File: src/rtl/filter2d_pkg.sv
// Shared constants, enums and helpers for the 3x3 convolution engine.
// Phase map: reads at ph 0..8, acc clear at ph 1, write at ph 11.
package filter2d_pkg;

  localparam int PH_LAST      = 11;
  localparam int PH_RD_LAST   = 8;
  localparam int PH_ACC_CLR   = 1;
  localparam int PH_MAC_FIRST = 2;
  localparam int PH_MAC_LAST  = 10;
  localparam int NTAP         = 9;

  typedef enum logic {
    BORDER_ZERO = 1'b0,
    BORDER_REPL = 1'b1
  } border_e;

  typedef enum logic {
    ST_IDLE = 1'b0,
    ST_RUN  = 1'b1
  } state_e;

  function automatic int acc_width(int pix_w, int coef_w);
    return pix_w + coef_w + 4;
  endfunction

  // Binomial blur weights {1,2,1,2,4,2,1,2,1}, before scaling.
  function automatic int default_tap(int k);
    case (k)
      4:         return 4;
      1, 3, 5, 7: return 2;
      default:   return 1;
    endcase
  endfunction

endpackage

File: src/rtl/filter2d_mac_rnd.sv
// Multiply-accumulate of unsigned pixel by signed tap, with
// rounding arithmetic right shift and unsigned saturation.
module filter2d_mac_rnd
  import filter2d_pkg::*;
#(
  parameter int PIX_W  = 8,
  parameter int COEF_W = 8,
  parameter int ACC_W  = acc_width(PIX_W, COEF_W)
)(
  input  logic                     clk,
  input  logic                     reset_n,
  input  logic                     clr,
  input  logic                     en,
  input  logic [PIX_W-1:0]         pd,
  input  logic signed [COEF_W-1:0] coef,
  input  logic [3:0]               shift,
  output logic [PIX_W-1:0]         res
);

  localparam int PW = PIX_W + COEF_W + 1;
  localparam logic signed [ACC_W:0] MAXV =
    {{(ACC_W+1-PIX_W){1'b0}}, {PIX_W{1'b1}}};

  logic signed [ACC_W-1:0] acc;
  logic signed [PIX_W:0]   pds;
  logic signed [PW-1:0]    prod;
  logic signed [ACC_W:0]   accx;
  logic signed [ACC_W:0]   half;
  logic signed [ACC_W:0]   sum;
  logic signed [ACC_W:0]   rnd;

  assign pds  = {1'b0, pd};
  assign prod = PW'(pds) * PW'(coef);

  always_ff @(posedge clk or negedge reset_n) begin
    if (!reset_n) begin
      acc <= '0;
    end else if (clr) begin
      acc <= '0;
    end else if (en) begin
      acc <= acc + {{(ACC_W-PW){prod[PW-1]}}, prod};
    end
  end

  always_comb begin
    res  = '0;
    half = '0;
    accx = {acc[ACC_W-1], acc};
    if (shift != 4'd0)
      half = (ACC_W+1)'(1) << (shift - 4'd1);
    sum = accx + half;
    rnd = sum >>> shift;
    if (rnd < 0)
      res = '0;
    else if (rnd > MAXV)
      res = '1;
    else
      res = rnd[PIX_W-1:0];
  end

endmodule

File: src/rtl/filter2d_gen.sv
// Parametrised 3x3 convolution over an SRAM-resident frame, with
// zero/replicate borders, runtime shift and abort.
module filter2d_gen
  import filter2d_pkg::*;
#(
  parameter int IMG_W   = 256,
  parameter int IMG_H   = 256,
  parameter int PIX_W   = 8,
  parameter int COEF_W  = 8,
  parameter int ADDR_W  = 17,
  parameter int WR_BASE = IMG_W * IMG_H
)(
  input  logic              clk,
  input  logic              reset_n,
  input  logic              start,
  input  logic              abort,
  input  logic              border_mode,
  input  logic [3:0]        out_shift,
  output logic              busy,
  output logic              finish,
  output logic              cs,
  output logic              we,
  output logic [ADDR_W-1:0] addr,
  output logic [PIX_W-1:0]  din,
  input  logic [PIX_W-1:0]  dout,
  input  logic              h_write,
  input  logic [3:0]        h_idx,
  input  logic [COEF_W-1:0] h_data
);

  localparam int ACC_W = acc_width(PIX_W, COEF_W);
  localparam int XW = $clog2(IMG_W);
  localparam int YW = $clog2(IMG_H);
  localparam int CW = ((XW > YW) ? XW : YW) + 2;

  localparam logic [3:0] P_LAST = 4'(PH_LAST);
  localparam logic [3:0] P_RDL  = 4'(PH_RD_LAST);
  localparam logic [3:0] P_CLR  = 4'(PH_ACC_CLR);
  localparam logic [3:0] P_MAC0 = 4'(PH_MAC_FIRST);
  localparam logic [3:0] P_MAC1 = 4'(PH_MAC_LAST);

  localparam logic [XW-1:0] X_END = XW'(IMG_W - 1);
  localparam logic [YW-1:0] Y_END = YW'(IMG_H - 1);
  localparam logic signed [CW-1:0] XMAX = CW'(IMG_W - 1);
  localparam logic signed [CW-1:0] YMAX = CW'(IMG_H - 1);
  localparam logic [ADDR_W-1:0] BASE = ADDR_W'(WR_BASE);

  state_e state, state_nx;
  border_e bmode;

  logic [XW-1:0] x;
  logic [YW-1:0] y;
  logic [3:0]    ph;
  logic [3:0]    shift;

  logic signed [COEF_W-1:0] h [NTAP];

  logic [1:0] col, row;
  logic signed [CW-1:0] tx, ty, cx, cy;
  logic in_rng;
  logic run, last_px;
  logic rd_go, wr_go;
  logic rd_v, pd_v;
  logic [PIX_W-1:0] pd;
  logic [ADDR_W-1:0] rd_addr, wr_addr;
  logic mac_en, acc_clr;
  logic [3:0] tap_sel;
  logic [PIX_W-1:0] res;

  assign run     = (state == ST_RUN);
  assign busy    = run;
  assign last_px = (x == X_END) && (y == Y_END);

  always_ff @(posedge clk or negedge reset_n) begin
    if (!reset_n) begin
      for (int k = 0; k < NTAP; k++)
        h[k] <= COEF_W'(default_tap(k) << (COEF_W - 5));
    end else if (h_write && !run && h_idx < 4'(NTAP)) begin
      h[h_idx] <= h_data;
    end
  end

  always_ff @(posedge clk or negedge reset_n) begin
    if (!reset_n) begin
      bmode <= BORDER_ZERO;
      shift <= 4'(COEF_W - 1);
    end else if (!run && start && !abort) begin
      bmode <= border_e'(border_mode);
      shift <= out_shift;
    end
  end

  always_ff @(posedge clk or negedge reset_n) begin
    if (!reset_n) state <= ST_IDLE;
    else          state <= state_nx;
  end

  always_comb begin
    state_nx = state;
    unique case (state)
      ST_IDLE: if (start && !abort) state_nx = ST_RUN;
      ST_RUN: begin
        if (abort)
          state_nx = ST_IDLE;
        else if (ph == P_LAST && last_px)
          state_nx = ST_IDLE;
      end
    endcase
  end

  always_ff @(posedge clk or negedge reset_n) begin
    if (!reset_n) begin
      x  <= '0;
      y  <= '0;
      ph <= '0;
    end else if (abort || !run) begin
      x  <= '0;
      y  <= '0;
      ph <= '0;
    end else if (ph == P_LAST) begin
      ph <= '0;
      if (x == X_END) begin
        x <= '0;
        y <= (y == Y_END) ? '0 : y + 1'b1;
      end else begin
        x <= x + 1'b1;
      end
    end else begin
      ph <= ph + 4'd1;
    end
  end

  // Tap geometry for the read issued in this phase.
  always_comb begin
    row = 2'(ph / 4'd3);
    col = 2'(ph % 4'd3);
    tx  = CW'(x) + CW'(col) - CW'(1);
    ty  = CW'(y) + CW'(row) - CW'(1);
    in_rng = (tx >= 0) && (tx <= XMAX) && (ty >= 0) && (ty <= YMAX);
    cx = (tx < 0) ? '0 : (tx > XMAX) ? XMAX : tx;
    cy = (ty < 0) ? '0 : (ty > YMAX) ? YMAX : ty;
  end

  assign rd_addr = ADDR_W'(cy) * ADDR_W'(IMG_W) + ADDR_W'(cx);
  assign wr_addr = BASE + ADDR_W'(y) * ADDR_W'(IMG_W) + ADDR_W'(x);

  assign rd_go = run && !abort && (ph <= P_RDL) &&
                 (in_rng || bmode == BORDER_REPL);
  assign wr_go = run && !abort && (ph == P_LAST);

  always_ff @(posedge clk or negedge reset_n) begin
    if (!reset_n) begin
      rd_v <= 1'b0;
      pd_v <= 1'b0;
      pd   <= '0;
    end else if (abort) begin
      rd_v <= 1'b0;
      pd_v <= 1'b0;
      pd   <= '0;
    end else begin
      rd_v <= rd_go;
      pd_v <= rd_v;
      if (rd_v) pd <= dout;
    end
  end

  // Skipped zero-border taps arrive with pd_v low and add nothing.
  assign mac_en  = run && !abort && pd_v &&
                   (ph >= P_MAC0) && (ph <= P_MAC1);
  assign acc_clr = abort || (run && ph == P_CLR);
  assign tap_sel = ((ph >= P_MAC0) && (ph <= P_MAC1)) ? ph - P_MAC0 : 4'd0;

  filter2d_mac_rnd #(
    .PIX_W  (PIX_W),
    .COEF_W (COEF_W),
    .ACC_W  (ACC_W)
  ) u_mac (
    .clk     (clk),
    .reset_n (reset_n),
    .clr     (acc_clr),
    .en      (mac_en),
    .pd      (pd),
    .coef    (h[tap_sel]),
    .shift   (shift),
    .res     (res)
  );

  always_comb begin
    cs   = rd_go || wr_go;
    we   = wr_go;
    addr = '0;
    din  = '0;
    if (wr_go) begin
      addr = wr_addr;
      din  = res;
    end else if (rd_go) begin
      addr = rd_addr;
    end
  end

  always_ff @(posedge clk or negedge reset_n) begin
    if (!reset_n)
      finish <= 1'b0;
    else
      finish <= run && !abort && (ph == P_LAST) && last_px;
  end

endmodule

File: config.mk
export PLATFORM = sky130hd
export DESIGN_NAME = filter2d_gen
export DESIGN_NICKNAME = d
export VERILOG_FILES = /design/src/rtl/filter2d_pkg.sv /design/src/rtl/filter2d_mac_rnd.sv /design/src/rtl/filter2d_gen.sv
export SDC_FILE = /design/constraint.sdc
export NUM_CORES = 1
export LEC_CHECK = 0
export ABC_AREA = 0
export BUFFER_PORTS_ARGS = -buffer_cell sky130_fd_sc_hd__buf_2
export CAP_MARGIN = 20
export CELL_PAD_IN_SITES_DETAIL_PLACEMENT = 1
export CELL_PAD_IN_SITES_GLOBAL_PLACEMENT = 2
export CORE_ASPECT_RATIO = 0.6
export CORE_MARGIN = 3
export CORE_UTILIZATION = 41
export CTS_BUF_LIST = sky130_fd_sc_hd__clkbuf_8
export DETAILED_ROUTE_END_ITERATION = 10
export HOLD_SLACK_MARGIN = 0.15
export PLACE_DENSITY = 0.79
export SLEW_MARGIN = 10
export SYNTH_ARGS = -nofsm -noshare
export SYNTH_HDL_FRONTEND = slang
export SYNTH_SLANG_ARGS = --single-unit
File: constraint.sdc
create_clock -name clk -period 10 [get_ports clk]
set_input_delay 0 -clock clk [delete_from_list [all_inputs] [get_ports clk]]
set_output_delay 0 -clock clk [all_outputs]
set_load 0.02 [all_outputs]
==> run summary <==
Status - complete, no violations
Crit share post-route - 0.928
Final Util - 0.469
Filler cell count in the final layout - 3,522
Fmax - 108 MHz
Flops & latches, synth - 129
DRT Pass-1 Iters - 5
Via count of the first global-routing pass - 11,100
Ys flop type - dfrtp_1
Clock network fraction of total power - 0.240
Initial Util - 0.419
Hold Fails Final Rpt - 0
Most numerous cell in the Yosys netlist - ha_1
Slew margin rel. - 0.362
Post-synth EDFFs - 0
Max Cap Viol - 0
Crit path max fanout - 10
Die ar. - 33,000 sq um
Pint - 1.08 mW
Core Area - 30,100 sq um
Synth area leaders - dfrtp_1, ha_1, mux2_2, fa_1, mux4_2
Synth async-reset ratio - 1.00
Largest net degree at the start of global routing - 63
Clock Path Buffers - 2
Final min period - 9.28 ns
Worst reg2reg setup slack - 0.72 ns
WHS - 0.294 ns
Worst Skew - 0.0196 ns
Kind of end point of the critical path - flop
Max H-tree Level - 4
Inserted Diodes - 0
Seq pwr share - 0.388
Initial antenna violation count - 0
Slowest CP cell - a2111oi_0
CTS sink count - 129
Post-synth top area share - 0.232
Sw frac - 0.390
Drt initial violations - 693
First-pass GRT wire length - 62,800 microns
Setup ws final - 0.723 ns
Layout cells sized above 1 - 0.172
Mapped Cells - 1,367
Total via count in the routed design - 10,800
Top cells by count, synth - ha_1, dfrtp_1, nand2_1
Psw - 690 uW
LEAKAGE - 6.66 nW
YS warnings - 0
Total GRT Usage - 0.242
Seq. cell area - 3240 sq um
Worst-skew pair later-pin latency - 0.49 ns
Synth cell types - 89
Clk pin slew, worst setup/hold paths - 0.09 ns
DRC - 0
Ratio of routed vias to standard cells - 5.74
CTS tree - built
Detail Route Antenna Nets - 0
Largest stage delay, worst path - 0.82 ns
Slew of the pin with the lowest slew margin - 0.947 ns
Area occupied by multi-input gates - 8760 sq um
Area leader, netlist - dfrtp_1
Row cnt - 49
Startpoint Class - flop
Slew Viols, Final - 0
Critical path class - flop to flop
Total grt overflow - 0
Post-Route WL - 38,400 microns
Fin nets - 1,652
CP Data Required Time - 10.33 ns
Syn Area/Cell - 9.22 sq um
Die Wd - 232 microns
PwrDens - 125 nW/um^2
Pwr Total - 1.77 mW
RSZ-0062 raised after global routing - false
Data arrival time of the worst path - 9.61 ns
Most frequent cell on the critical path - inv_1
Combinational Power Share - 0.371
Sequential cell area fraction in the yosys report - 0.257
GPL Wtd Cong - 0.871
Io pins - 59
Average wire per standard cell - 20.4 microns
Final number of setup-violating endpoints - 0
Synthesized area - 12,600 sq um
Hold WC Path Type - input pin to flop
VDD IR max - 0.0661 mV
Port buffer count - 58
CTS Root Cell - clkbuf_8
Num CTS Buffers - 17
P&R area growth vs syn - 12.0%
Setup_tns - 0 ns
Detail Placement HPWL - 29,700 microns
Pre-CTS worst setup slack - 0.543 ns
Die height - 142 microns
[worst paths after layout]
path | from | endpoint | cells past startpoint
max | ph[1] | u_mac.acc[19] | 30
min | h_idx[0] | h[13] | 3
max reg2reg | ph[1] | u_mac.acc[19] | 30
min reg2reg | h[18] | h[18] | 1
max in group asynchronous | reset_n | h[66] | 4
min in group asynchronous | reset_n | h[67] | 3
[sequential cells by signal, indices dropped and copies added, names as in the netlist]
signal,flops
x,8
ph,4
u_mac.acc,20
shift,4
pd,8
rd_v,1
pd_v,1
finish,1
bmode,1
busy,1
h,72
y,8
[cells by family after synthesis]
logic type	synth area share
DFF	0.257
xor gates and xnor gates	0.0485
muxes	0.125
adders and majority gates	0.190
buffers and inverters	0.0484
other	0.000298
and+or+nand+nor	0.162
AOI/OAI and AO/OA	0.169
[cell usage in the layout, fill, tap and decap left out, types with 11 or more instances in the layout]
master / Yosys / layout
nand3_1: 31 / 31
xnor2_1: 46 / 46
mux2i_1: 24 / 24
dfstp_2: 12 / 12
mux4_2: 20 / 20
dlygate4sd3_1: 0 / 41
fa_1: 41 / 41
nor3_1: 22 / 22
buf_2: 5 / 58
clkbuf_8: 0 / 18
xor2_1: 22 / 22
dfrtp_1: 117 / 117
and2_1: 55 / 55
o21ai_0: 63 / 62
a21oi_1: 59 / 58
a211oi_1: 16 / 16
inv_1: 111 / 112
nand4_1: 11 / 11
a31oi_1: 12 / 12
nand2_1: 117 / 117
o22ai_1: 20 / 20
a21o_1: 19 / 19
ha_1: 126 / 126
mux2_2: 77 / 77
nor2_1: 113 / 113
[critical path: cells and delay by family (launching register included)]
family                   cells  cell delay, ns
AO/OA/AOI/OAI                9            2.61
XOR/XNOR                     2            0.27
adder cells (fa/ha/maj)      7            3.05
buffers and inverters        5            0.54
flip-flops                   1            0.60
AND/OR/NAND/NOR              7            2.04
[metrics by stage]
| step | area (sq um) | cells |
|---|---|---|
| 2_1_floorplan | 12600 | 1368 |
| 3_3_place_gp | 13300 | 1798 |
| 3_5_place_dp | 13300 | 1798 |
| 4_1_cts | 14100 | 1872 |
| 5_1_grt | 14100 | 1876 |
| 6_report | 14100 | 1876 |
[power by group through the flow]
stage          Sequential (mW)  Combinational (mW)  Clock, mW
2_1_floorplan            0.650               0.488          0
3_3_place_gp             0.689               0.613          0
3_5_place_dp             0.694               0.631          0
4_1_cts                  0.685               0.655      0.437
5_1_grt                  0.699               0.737      0.460
6_report                 0.688               0.658      0.426
[area by class of cell]
type / instances / area share
Multi-Input combinational cell: 1083 / 0.621
Sequential cell: 129 / 0.230
Timing Repair Buffer: 111 / 0.0579
Tap cell: 408 / 0.0362
Inverter: 113 / 0.0301
Clock buffer: 18 / 0.0176
Clock inverter: 14 / 0.00762
[per-layer routing]
metal | vias up | GRT usage | share of wire
met1 | 5430 | 0.393 | 0.55
met2 | 251 | 0.324 | 0.39
met5 | - | 0 | 0
met3 | 28 | 0.0546 | 0.060
met4 | 0 | 0.0361 | 0.0075
li1 | 5055 | - | -
[timing repair]
item,CTS,global route
hold buffers,42,0
hold endpoints to repair,154,0
endpoints found under the setup margin,0,1
resized for setup,0,2
buffers inserted,0,0
(Power assumes the default switching activity.)
